### config.mk
export PLATFORM = sky130hd
export DESIGN_NAME = fifo_rd_stream
export DESIGN_NICKNAME = d
export VERILOG_FILES = /design/src/rtl/fifo_rd_stream.sv
export SDC_FILE = /design/constraint.sdc
export NUM_CORES = 1
export LEC_CHECK = 0
export BUFFER_PORTS_ARGS = -buffer_cell sky130_fd_sc_hd__buf_2
export CAP_MARGIN = 20
export CORE_MARGIN = 10
export CORE_UTILIZATION = 47
export CTS_CLUSTER_SIZE = 40
export DETAILED_ROUTE_END_ITERATION = 10
export PLACE_DENSITY_LB_ADDON = 0.2
export SYNTH_ARGS = -nofsm -noshare
export SYNTH_HDL_FRONTEND = slang
export SYNTH_SLANG_ARGS = --single-unit
export TNS_END_PERCENT = 30
### constraint.sdc
create_clock -name clk -period 2.3 [get_ports clk]
set_input_delay 0.115 -clock clk [delete_from_list [all_inputs] [get_ports clk]]
set_output_delay 0.115 -clock clk [all_outputs]
set_load 0.01 [all_outputs]
### src/rtl/fifo_rd_stream.sv
// fifo_rd_stream
// ------------------------------------------------------------------
// Read-side drain stage that sits directly after a synchronous FIFO.
// It issues fifo_rd_en, absorbs the FIFO's one-cycle read latency, and
// re-presents each word on a valid/ready stream through a 2-entry
// in-order skid buffer, so no word is lost under backpressure. It also
// counts delivered words and records FIFO underflow events.
//
// Handshake: a word transfers on every posedge where m_valid and m_ready
// are both 1. Once m_valid is high it stays high, and m_data stays
// stable, until that transfer happens. m_ready may change freely.
//
// Ports:
//   clk, rst        single clock; synchronous active-high reset
//   enable          allow new FIFO reads
//   fifo_data_out   FIFO read data, valid the cycle after an accepted rd_en
//   fifo_empty      FIFO empty flag
//   fifo_underflow  FIFO underflow flag (only honoured in in-flight cycles)
//   fifo_rd_en      read request to the FIFO
//   m_data/m_valid  stream output (head of the skid buffer)
//   m_ready         downstream accept
//   busy            FSM is not IDLE
//   rd_count        words delivered, wraps modulo 2^CNT_WIDTH
//   underflow_seen  sticky underflow indication, cleared only by rst
//   state_dbg       current FSM state (IDLE=0, RUN=1, DRAIN=2)
//   m_parity        even parity of m_data (only when FIFO_RD_STREAM_PARITY_EN
//                   is defined)
//
// Build option: define FIFO_RD_STREAM_PARITY_EN to add m_parity and the
// per-entry parity storage.
// ------------------------------------------------------------------
module fifo_rd_stream #(
  parameter int DATA_WIDTH = 16,
  parameter int CNT_WIDTH  = 16
) (
  input  logic                  clk,
  input  logic                  rst,
  input  logic                  enable,
  input  logic [DATA_WIDTH-1:0] fifo_data_out,
  input  logic                  fifo_empty,
  input  logic                  fifo_underflow,
  output logic                  fifo_rd_en,
  output logic [DATA_WIDTH-1:0] m_data,
  output logic                  m_valid,
  input  logic                  m_ready,
  output logic                  busy,
  output logic [CNT_WIDTH-1:0]  rd_count,
  output logic                  underflow_seen,
  output logic [1:0]            state_dbg
`ifdef FIFO_RD_STREAM_PARITY_EN
  ,
  output logic                  m_parity
`endif
);

  typedef enum logic [1:0] {
    IDLE  = 2'd0,
    RUN   = 2'd1,
    DRAIN = 2'd2
  } state_t;

  state_t                state;
  logic [1:0]            occ;
  logic                  inflight;
  logic [DATA_WIDTH-1:0] buf0;
  logic [DATA_WIDTH-1:0] buf1;

  logic                  pop;
  logic                  capture;
  logic [2:0]            pending;

  assign m_valid   = (occ != 2'd0);
  assign m_data    = buf0;
  assign pop       = m_valid & m_ready;
  assign capture   = inflight & ~fifo_underflow;
  assign busy      = (state != IDLE);
  assign state_dbg = state;

  // Credit check: words already buffered plus the one in flight, minus the
  // one leaving this cycle, must leave room for another word in the
  // 2-entry buffer. This is what keeps occ from ever exceeding 2.
  assign pending    = {1'b0, occ} + {2'b00, inflight} - {2'b00, pop};
  assign fifo_rd_en = enable & ~fifo_empty & ~rst & (pending < 3'd2);

`ifdef FIFO_RD_STREAM_PARITY_EN
  logic par0;
  logic par1;
  logic din_par;

  assign din_par  = ^fifo_data_out;
  assign m_parity = par0;
`endif

  always_ff @(posedge clk) begin
    if (rst) begin
      state          <= IDLE;
      occ            <= 2'd0;
      inflight       <= 1'b0;
      buf0           <= '0;
      buf1           <= '0;
      rd_count       <= '0;
      underflow_seen <= 1'b0;
`ifdef FIFO_RD_STREAM_PARITY_EN
      par0           <= 1'b0;
      par1           <= 1'b0;
`endif
    end else begin
      inflight <= fifo_rd_en;

      // A read that returned on an underflow cycle carries no real word.
      if (inflight && fifo_underflow) begin
        underflow_seen <= 1'b1;
      end

      if (pop) begin
        rd_count <= rd_count + CNT_WIDTH'(1);
      end

      // Skid buffer: buf0 is the head, buf1 the second entry.
      case ({pop, capture})
        2'b10: begin
          buf0 <= buf1;
`ifdef FIFO_RD_STREAM_PARITY_EN
          par0 <= par1;
`endif
          occ  <= occ - 2'd1;
        end
        2'b01: begin
          if (occ == 2'd0) begin
            buf0 <= fifo_data_out;
`ifdef FIFO_RD_STREAM_PARITY_EN
            par0 <= din_par;
`endif
          end else begin
            buf1 <= fifo_data_out;
`ifdef FIFO_RD_STREAM_PARITY_EN
            par1 <= din_par;
`endif
          end
          occ <= occ + 2'd1;
        end
        2'b11: begin
          // Occupancy is unchanged; the new word takes the tail slot.
          if (occ == 2'd1) begin
            buf0 <= fifo_data_out;
`ifdef FIFO_RD_STREAM_PARITY_EN
            par0 <= din_par;
`endif
          end else begin
            buf0 <= buf1;
            buf1 <= fifo_data_out;
`ifdef FIFO_RD_STREAM_PARITY_EN
            par0 <= par1;
            par1 <= din_par;
`endif
          end
        end
        default: ;
      endcase

      case (state)
        IDLE: begin
          if (enable) state <= RUN;
        end
        RUN: begin
          if (!enable) begin
            if ((occ != 2'd0) || inflight) state <= DRAIN;
            else                           state <= IDLE;
          end
        end
        DRAIN: begin
          if (enable)                                state <= RUN;
          else if ((occ == 2'd0) && !inflight)       state <= IDLE;
        end
        default: state <= IDLE;
      endcase
    end
  end

endmodule
==> results by group, run 1 <==
Final layout
  • Area Growth Syn to Fin: 26.6%
  • Nets@finish: around 360
  • Layout cells sized above 1: 27.8%
  • FILL cells: 433
  • Inserted Diodes: 0

Power and ir drop
  • P_sw: slightly above 0.001 W
  • P_int: about 0.0019 W
  • Leakage: 1.22 nW
  • Clock share of power: around a fifth
  • Pwr/cell area: ~1000 mW/mm^2
  • Sw Ratio: between 30% and 40%
  • Flop pwr share: between 40% and 50%
  • VDD IR-drop max: about 0.4 mV
  • Logic pwr share: about two fifths

Detailed routing
  • Routed WL: 5.48 mm
  • Via count: about 2,000
  • Post-route ant nets: 0
  • Drt first pass iters: 4
  • Initial drt markers: 65
  • Vias per cell: around 5.1
  • WL per Instance: between 10 and 15 um
  • Number of remaining DRC errors: 0

Logic synthesis
  • Ys flop type: dfxtp_1
  • FFs w/ async S/R, synth: 0%
  • Yosys cell types: 35
  • Synthesized area: 0.00229 mm^2
  • Post-synthesis sequential area ratio: between 40% and 50%
  • Mapped Avg Cell Area: ~8.6 um^2
  • Mapped Nets: ~300
  • Largest cells by area after synthesis: dfxtp_1 47%, nand2_1 6.6%, a221oi_1 6.1%
  • Yosys reg bits: 54
  • Synth area leader: dfxtp_1
  • Ys Warns: 0
  • Synthesized instance count: 266
  • Yosys top cell area share: between 40% and 50%
  • EDFF count, synth: 0

Timing
  • Worst slew margin: approximately three fifths
  • Fin worst setup slack: -0.0821 ns
  • Final Critical Period: 2.38 ns
  • Final hold slack: approximately 0.051 ns
  • Maximum clock rate: around 0.42 GHz
  • Slew Viols, Final: 0
  • Crit share post-route: 104%
  • Final Skew: 0.00718 ns
  • Final hold vios: 0
  • Final setup violation count: 1
  • Worst slew pin tran: around 0.63 ns
  • RSZ-0062 raised after global routing: true

Setup path
  • Max incr delay on CP: between 0.3 and 0.4 ns
  • CP required: between 2 and 2.5 ns
  • Critical path peak fanout: 2
  • Delay-heaviest family, CP: adder cells
  • Worst Setup End Kind: primary output
  • WP buf/inv: 2
  • Critical Path Start Type: flop
  • CP Data Arrival Time: roughly 2.3 ns
  • CP max stage cell: dfxtp_2
  • Setup CP Type: flop to primary output
  • Cell breakdown of the critical path: inv_1 > ha_4 > nor2b_4 > ha_1 > nand2b_4 > fa_2 > xor2_1 > nor4b_2 > buf_2

Clock network
  • H-tree depth: 2
  • Clk sinks: between 50 and 60
  • CTS buffer count: 5
  • Longest Clk Path Bufs: 2
  • Reg clk slew, reported paths: approximately 0.1 ns
  • CTS tree: yes
  • Root Driver: clkbuf_8
  • Clk Latency, worst-skew pair: 0.30 ns

Floorplan
  • Die Area: about 0.0081 mm^2
  • Core Rows: 25
  • Die Ht: about 90 um
  • IO Count: 60
  • Starting density of the core: about 48%
  • Core footprint: between 0.004 and 0.005 mm^2
  • DIE WIDTH: between 80 and 90 um

Place
  • Post-Place Setup Slack: -0.0986 ns
  • Placed wire-length estimate: 3.90 mm
  • Port bufs: 59
  • Placer Congestion: between 0.7 and 0.8

Global routing
  • First-pass GRT wire length: roughly 9 mm
  • Vias in the first global route: just under 2,000
  • Largest net degree at the start of global routing: 33
  • GRT Overall Usage: between 10% and 20%
  • Gr ovfl total: 0
  • Antenna violations before repair: 0

Flow run
  • Max Cap Viol: 0

Run status
  • Violated checks: setup timing
  • Outcome: complete, but fails checks

Hold path
  • Hold crit path type: input port to flop
==> worst reg2reg max path: cells and delay by family (launching register included) <==
family / cells / cell delay [ns]
adder cells (fa/ha/maj): 2 / 0.36
flip-flops: 1 / 0.33
buffers and inverters: 2 / 0.20
AO/OA/AOI/OAI: 2 / 0.31
AND/OR/NAND/NOR: 3 / 0.81
==> through the flow <==
stage          cell area, um^2  std cells  utilization (%)  setup TNS [ns]  power, W
3_3_place_gp              2720        391             57.7          -0.227   0.00227
5_1_grt                   2890        401             61.3          -0.228   0.00318
6_report                  2890        401             61.3         -0.0821   0.00296
2_1_floorplan             2300        266                -               0   0.00190
3_5_place_dp              2720        391             57.7           -1.18   0.00228
4_1_cts                   2860        400             60.5          -0.931   0.00292
==> state kept, by name, indices dropped and copies added, names as in the netlist <==
name / count
buf1: 16
inflight: 1
state_dbg: 2
underflow_seen: 1
rd_count: 16
m_data: 16
occ: 2
==> cells in the mapped netlist, types with 2 or more instances <==
| cell type | count |
|---|---|
| xor2_1 | 7 |
| nand4_1 | 2 |
| xnor2_1 | 9 |
| nand3_1 | 4 |
| nor4_1 | 3 |
| nor3_1 | 20 |
| ha_1 | 6 |
| dfxtp_1 | 54 |
| nor2_1 | 35 |
| nand2b_1 | 2 |
| clkbuf_1 | 13 |
| inv_1 | 9 |
| a21oi_1 | 23 |
| nor2b_1 | 2 |
| nand2_1 | 40 |
| nor4b_1 | 3 |
| a221oi_1 | 16 |
==> logic make-up (layout without fill, tap and decap cells) <==
kind of cell / count (synthesis) / in the layout / synth area share (%)
adders and majority gates: 7 / 7 / 4.16
AOI/OAI and AO/OA: 45 / 45 / 13.0
buffers and inverters: 23 / 91 / 3.83
xor gates and xnor gates: 16 / 16 / 6.13
and+or+nand+nor: 120 / 120 / 25.1
muxes: 1 / 1 / 0.438
DFF: 54 / 54 / 47.3
==> cell type report <==
type	instances	area (um^2)	share of cell area, %
clock buffer	5	68.8	2.38
multi-input combinational	189	1160	40.3
clock inverter	2	38.8	1.34
sequential	54	1080	37.4
timing repair buffer	75	420	14.5
tap	67	83.8	2.90
inverter	9	33.8	1.17
==> timing repair <==
action,4_1_cts,5_1_grt
setup buffers,0,1
setup endpoints to repair,17,17
gates resized for setup,3,5
pin swaps,1,0
hold buffers,2,0
endpoints found under the hold margin,2,0
==> placed cells by master (no fill, tap or decap), types with 2 or more instances in the layout <==
master and instances:
xor2_1 7, nor3_1 19, a21oi_1 23, nand2_1 40, dlygate4sd3_1 2, xnor2_1 9, dfxtp_1 52, dfxtp_2 2
ha_1 5, nand4_1 2, nor2_1 35, buf_4 14, nor4_1 3, buf_2 59, nand3_1 4, clkbuf_8 5
inv_1 8, a221oi_1 16, nor4b_1 2
==> worst paths after layout <==
| check | startpoint | to | slack, ns | depth (start not counted) |
|---|---|---|---|---|
| setup / recovery | occ[0] | fifo_rd_en | -0.08 | 9 |
| hold reg to reg | buf1[13] | buf1[13] | 0.46 | 2 |
| hold / removal | fifo_data_out[7] | buf1[7] | 0.05 | 3 |
| setup reg to reg | occ[0] | m_data[15] | 0.22 | 9 |
==> power by group through the flow <==
stage / logic [W] / registers (W) / clock network, W
final: 0.00114 / 0.00119 / 0.000620
after global routing: 0.00128 / 0.00122 / 0.000683
after CTS: 0.00108 / 0.00119 / 0.000636
after detailed placement: 0.00106 / 0.00122 / 0
after global placement: 0.00105 / 0.00121 / 0
after floorplan: 0.000617 / 0.00128 / 0
==> metal layers <==
metal,share of wire (%),wire length (um),GRT usage [%]
met5,0,0,0
met4,0.93,51,3.37
met3,5.0,275,4.82
met2,48,2610,22.3
met1,46,2540,15.2
Note: power is estimated with default switching activity, not from simulation.
==> inputs of run 2 (changes only) <==
--- a/config.mk
+++ b/config.mk
@@ -5,7 +5,7 @@
 export SDC_FILE = /design/constraint.sdc
 export NUM_CORES = 1
 export LEC_CHECK = 0
-export BUFFER_PORTS_ARGS = -buffer_cell sky130_fd_sc_hd__buf_2
+export BUFFER_PORTS_ARGS = -buffer_cell sky130_fd_sc_hd__buf_4
 export CAP_MARGIN = 20
 export CORE_MARGIN = 10
 export CORE_UTILIZATION = 47
==> results by group, run 2 (synthesis results as in run 1) <==
Timing
  • Fin Setup TNS: -0.145 ns (-0.0629 ns)
  • Final Skew: 0.00872 ns (+0.00153 ns)
  • Final setup violation count: 1 (unchanged)
  • Slew Viols, Final: 0 (unchanged)
  • Worst slew pin tran: 0.551 ns (-0.0748 ns)
  • Crit share post-route: 106% (+2.7 points)
  • Final hold vios: 0 (unchanged)
  • Worst slew margin: 63.3% (+5.1 points)
  • Fin worst setup slack: -0.145 ns (-0.0629 ns)
  • Final hold slack: 0.0518 ns (+0.000978 ns)
  • Maximum clock rate: 0.409 GHz (-2.6%)
  • Final Critical Period: 2.45 ns (+0.0629 ns)
  • RSZ-0062 raised after global routing: true

Setup path
  • Critical Path Start Type: flop
  • Worst Setup End Kind: primary output
  • CP Data Arrival Time: 2.33 ns (+0.06 ns)
  • Setup CP Type: flop to primary output
  • Critical path peak fanout: 2 (unchanged)
  • CP required: 2.18 ns (about the same)

Floorplan
  • DIE WIDTH: 89.7 um (unchanged)
  • Die Area: 0.00805 mm^2 (unchanged)
  • Starting density of the core: 48.4% (unchanged)
  • IO Count: 60 (unchanged)
  • Core footprint: 0.00472 mm^2 (unchanged)
  • Die Ht: 89.7 um (unchanged)
  • Core Rows: 25 (unchanged)

Global routing
  • GRT Overall Usage: 13.6% (+0.41 points)
  • Largest net degree at the start of global routing: 54 (+64%)
  • Antenna violations before repair: 0 (unchanged)
  • Met2 usage: 22.6% (+0.30 points)
  • Met1 Track Usage GR: 16.5% (+1.3 points)
  • Gr ovfl total: 0 (unchanged)
  • First-pass GRT wire length: 9.41 mm (+3.2%)
  • Met3 Use GR: 4.24% (-0.58 points)
  • GR peak layer: met2
  • Vias in the first global route: 1,958 (-0.96%)

Detailed routing
  • Vias per cell: 5.17 (+1.8%)
  • WL per Instance: 14.1 um (+3.2%)
  • Routed WL: 5.66 mm (+3.2%)
  • Number of remaining DRC errors: 0 (unchanged)
  • Via count: 2,072 (+1.8%)
  • Post-route ant nets: 0 (unchanged)
  • Initial drt markers: 112 (+72%)
  • Drt first pass iters: 4 (unchanged)

Flow run
  • Max Cap Viol: 0 (unchanged)

Clock network
  • Reg clk slew, reported paths: 0.11 ns (about the same)
  • Longest Clk Path Bufs: 2 (unchanged)
  • Clk Latency, worst-skew pair: 0.31 ns (about the same)
  • Clk sinks: 54 (unchanged)
  • CTS buffer count: 5 (unchanged)
  • H-tree depth: 2 (unchanged)
  • Root Driver: clkbuf_8
  • CTS tree: yes

Place
  • Placed wire-length estimate: 3.98 mm (+2.0%)
  • Placed cells: 388 (-0.77%)
  • Port bufs: 59 (unchanged)
  • Placer Congestion: 0.750 (+0.37%)

Final layout
  • Most frequent cells in the layout: 72 x buf_4, 52 x dfxtp_1, 39 x nand2_1
  • Fin cells: 401 (unchanged)
  • Commonest non-fill, non-tap cell in the layout: buf_4
  • Area Growth Syn to Fin: 31.9%
  • Nets@finish: 362 (-0.28%)
  • Layout cells sized above 1: 28.1% (+0.30 points)
  • Inserted Diodes: 0 (unchanged)

Power and ir drop
  • Leakage: 1.23 nW (+0.57%)
  • Pwr/cell area: 975 mW/mm^2 (-4.6%)
  • Pwr Total: 0.00294 W (-0.55%)
  • VDD IR-drop max: 0.331 mV (-17%)

Run status
  • Violated checks: setup timing
  • Outcome: complete, but fails checks

Hold path
  • Hold crit path type: input port to flop
[run 2: metrics by stage]
stage               worst slack, ns  instance area [um^2]  util (%)
floorplan                    0.0342                  2300         -
global placement             -0.100                  2850      60.3
detailed placement           -0.186                  2850      60.3
CTS                          -0.165                  2970      62.9
global route                 -0.251                  3020      63.8
finish                       -0.145                  3020      63.8
[run 2: path summary, 6_finish.rpt]
kind	startpoint	to	slack (ns)	cells after the start
worst max-delay path	occ[1]	fifo_rd_en	-0.15	9
worst max register to register	occ[1]	m_data[5]	0.20	11
worst min-delay path	fifo_data_out[3]	buf1[3]	0.05	3
worst min register to register	buf1[9]	buf1[9]	0.46	2
[run 2: layout make-up]
class	count	area [um^2]
Clock buffer	5	68.8
Inverter	9	33.8
Sequential cell	54	1080
Tap cell	67	83.8
Fill cell	440	1710
Clock inverter	3	28.8
Timing Repair Buffer	74	561
Multi-Input combinational cell	189	1160
[run 2: power by group]
part,leakage (nW),internal (W),switching [W]
sequential,0.439,0.00111,0.0000961
combinational,0.742,0.000569,0.000598
clock,0.0506,0.000228,0.000338
total,1.23,0.00191,0.00103
[run 2: repair_timing]
item | 4_1_cts | 5_1_grt
hold endpoints to repair | 2 | 0
hold buffers | 2 | 0
buffers inserted | 0 | 3
pin swaps | 1 | 2
endpoints found under the setup margin | 17 | 20
gates resized for setup | 3 | 4
[run 2: worst max-delay path, cell delays in order (launching register included)]
cell and delay (ns):
dfxtp_2 0.34, inv_1 0.05, ha_2 0.18, nor2b_2 0.12, ha_1 0.23, nand2b_4 0.14
fa_2 0.33, xor2_1 0.17, nor4b_2 0.30, buf_4 0.17
[run 2: routing by layer]
metal  part of all wire [%]  wire length (um)
met3                    5.0               283
met5                      0                 0
met4                   0.74                42
met2                     50              2810
met1                     45              2530
==> inputs of run 3 (changes only) <==
--- a/config.mk
+++ b/config.mk
@@ -12,6 +12,7 @@
 export CTS_CLUSTER_SIZE = 40
 export DETAILED_ROUTE_END_ITERATION = 10
 export PLACE_DENSITY_LB_ADDON = 0.2
+export SKIP_LAST_GASP = 1
 export SYNTH_ARGS = -nofsm -noshare
 export SYNTH_HDL_FRONTEND = slang
 export SYNTH_SLANG_ARGS = --single-unit
==> results by group, run 3 (synthesis results as in run 1) <==
Floorplan
  • Die Ht: 89.7 um (unchanged)
  • DIE WIDTH: 89.7 um (unchanged)
  • Core Rows: 25 (unchanged)
  • Core footprint: 0.00472 mm^2 (unchanged)
  • Starting density of the core: 48.4% (unchanged)
  • IO Count: 60 (unchanged)
  • Die Area: 0.00805 mm^2 (unchanged)

Setup path
  • R2R Setup Slk: 0.18 ns (-0.02 ns)
  • Max incr delay on CP: 0.34 ns (about the same)
  • Worst Setup End Kind: primary output
  • Setup CP Type: flop to primary output
  • WP buf/inv: 2 (unchanged)
  • CP max stage cell: dfxtp_2
  • Delay-heaviest family, CP: adder cells
  • Critical path peak fanout: 2 (unchanged)
  • Critical Path Start Type: flop
  • Cell breakdown of the critical path: inv_1 > ha_2 > nor2b_2 > ha_1 > nand2b_4 > fa_2 > xor2_1 > nor4b_2 > buf_4
  • CP Data Arrival Time: 2.33 ns (about the same)
  • CP required: 2.18 ns (about the same)

Power and ir drop
  • Pwr/cell area: 976 mW/mm^2 (+0.13%)
  • P_int: 0.00191 W (about the same)
  • Logic pwr share: 39.7% (about the same)
  • Clock share of power: 19.3% (about the same)
  • Sw Ratio: 35.2% (+0.047 points)
  • Leakage: 1.23 nW (about the same)
  • Pwr Total: 0.00294 W (about the same)
  • VDD IR-drop max: 0.332 mV (+0.31%)
  • Flop pwr share: 41.0% (about the same)
  • P_sw: 0.00103 W (+0.18%)

Place
  • Placer Congestion: 0.750 (unchanged)
  • Port bufs: 59 (unchanged)
  • Placed wire-length estimate: 3.98 mm (unchanged)
  • Post-Place Setup Slack: -0.186 ns (unchanged)

Final layout
  • Most frequent cells in the layout: 72 x buf_4, 52 x dfxtp_1, 40 x nand2_1
  • Layout cells sized above 1: 27.8% (-0.30 points)
  • FILL cells: 440 (unchanged)
  • Commonest non-fill, non-tap cell in the layout: buf_4
  • Multi-input gate area: 0.00115 mm^2 (-0.22%)
  • FF+latch area: 0.00108 mm^2 (unchanged)
  • Area Growth Syn to Fin: 31.8% (about the same)
  • Inserted Diodes: 0 (unchanged)
  • Nets@finish: 362 (unchanged)

Timing
  • Crit share post-route: 106% (about the same)
  • Worst slew margin: 62.4% (-0.84 points)
  • RSZ-0062 raised after global routing: true
  • Slew Viols, Final: 0 (unchanged)
  • Final Critical Period: 2.45 ns (+0.00107 ns)
  • Fin Setup TNS: -0.146 ns (-0.00107 ns)
  • Final hold vios: 0 (unchanged)
  • Final Skew: 0.00981 ns (+0.00110 ns)
  • Fin worst setup slack: -0.146 ns (-0.00107 ns)
  • Final setup violation count: 1 (unchanged)
  • Maximum clock rate: 0.409 GHz (about the same)
  • Worst slew pin tran: 0.562 ns (+0.0113 ns)

Global routing
  • Antenna violations before repair: 0 (unchanged)
  • Gr ovfl total: 0 (unchanged)
  • Largest net degree at the start of global routing: 54 (unchanged)
  • First-pass GRT wire length: 9.41 mm (unchanged)
  • GRT Overall Usage: 13.6% (unchanged)
  • Vias in the first global route: 1,958 (unchanged)

Clock network
  • Clk Latency, worst-skew pair: 0.31 ns (about the same)
  • Clk sinks: 54 (unchanged)
  • Reg clk slew, reported paths: 0.11 ns (about the same)
  • Longest Clk Path Bufs: 2 (unchanged)
  • Root Driver: clkbuf_8
  • H-tree depth: 2 (unchanged)
  • CTS tree: yes
  • CTS buffer count: 5 (unchanged)

Detailed routing
  • WL per Instance: 14.1 um (-0.14%)
  • Via count: 2,076 (+0.19%)
  • Vias per cell: 5.18 (+0.19%)
  • Routed WL: 5.65 mm (-0.14%)
  • Drt first pass iters: 4 (unchanged)
  • Number of remaining DRC errors: 0 (unchanged)
  • Initial drt markers: 110 (-1.8%)
  • Post-route ant nets: 0 (unchanged)

Run status
  • Violated checks: setup timing
  • Outcome: complete, but fails checks

Hold path
  • Hold crit path type: input port to flop

Flow run
  • Max Cap Viol: 0 (unchanged)
[run 3: cell count changes in the layout (fill, tap and decap cells not counted)]
cell,delta
nand2_1,+1
nand2_2,-1
[run 3: what timing repair did]
item	CTS	global route
gates resized for setup	3	3
setup buffers	0	3
hold endpoints to repair	2	0
hold buffers	2	0
pin swaps	1	2
endpoints found under the setup margin	17	20
[run 3: metal layers]
layer / vias up / GRT usage [%] / wire (um)
li1: 1055 / - / -
met1: 955 / 16.5 / 2500
met2: 62 / 22.6 / 2790
met3: 4 / 4.24 / 321
met4: 0 / 3.37 / 42
met5: - / 0 / 0
[run 3: worst min-delay path: stages]
cell     delay [ns]
buf_4          0.11
nand2_1        0.05
a21oi_1        0.05
[run 3: layout make-up]
type / instances / area share, %
multi-input cells: 189 / 38.3
flip-flops and latches: 54 / 36.0
repair buffers: 74 / 18.6
well taps: 67 / 2.78
clock buffers: 5 / 2.28
inverters: 9 / 1.12
clock inverters: 3 / 0.955
[run 3: final timing paths]
check / start / endpoint / cells after the start
worst min register to register: buf1[9] / buf1[9] / 2
worst max-delay path: occ[1] / fifo_rd_en / 9
worst max register to register: occ[1] / buf1[12] / 10
worst min-delay path: fifo_data_out[3] / buf1[3] / 3
[run 3: power groups by stage]
stage,Clock (W),Sequential (W),Combinational [W]
finish,0.000568,0.00120,0.00117
global route,0.000625,0.00123,0.00131
CTS,0.000582,0.00121,0.00115
detailed placement,0,0.00123,0.00113
global placement,0,0.00122,0.00113
floorplan,0,0.00128,0.000617
[run 3: metrics by stage]
stage | utilization, % | cell area [um^2] | hold WS [ns] | std cells
final | 63.8 | 3010 | 0.0493 | 401
after floorplan | - | 2300 | 0.192 | 266
after CTS | 62.9 | 2970 | 0.0451 | 398
after detailed placement | 60.3 | 2850 | 0.311 | 388
after global placement | 60.3 | 2850 | 0.297 | 388
after global routing | 63.8 | 3010 | 0.0406 | 401
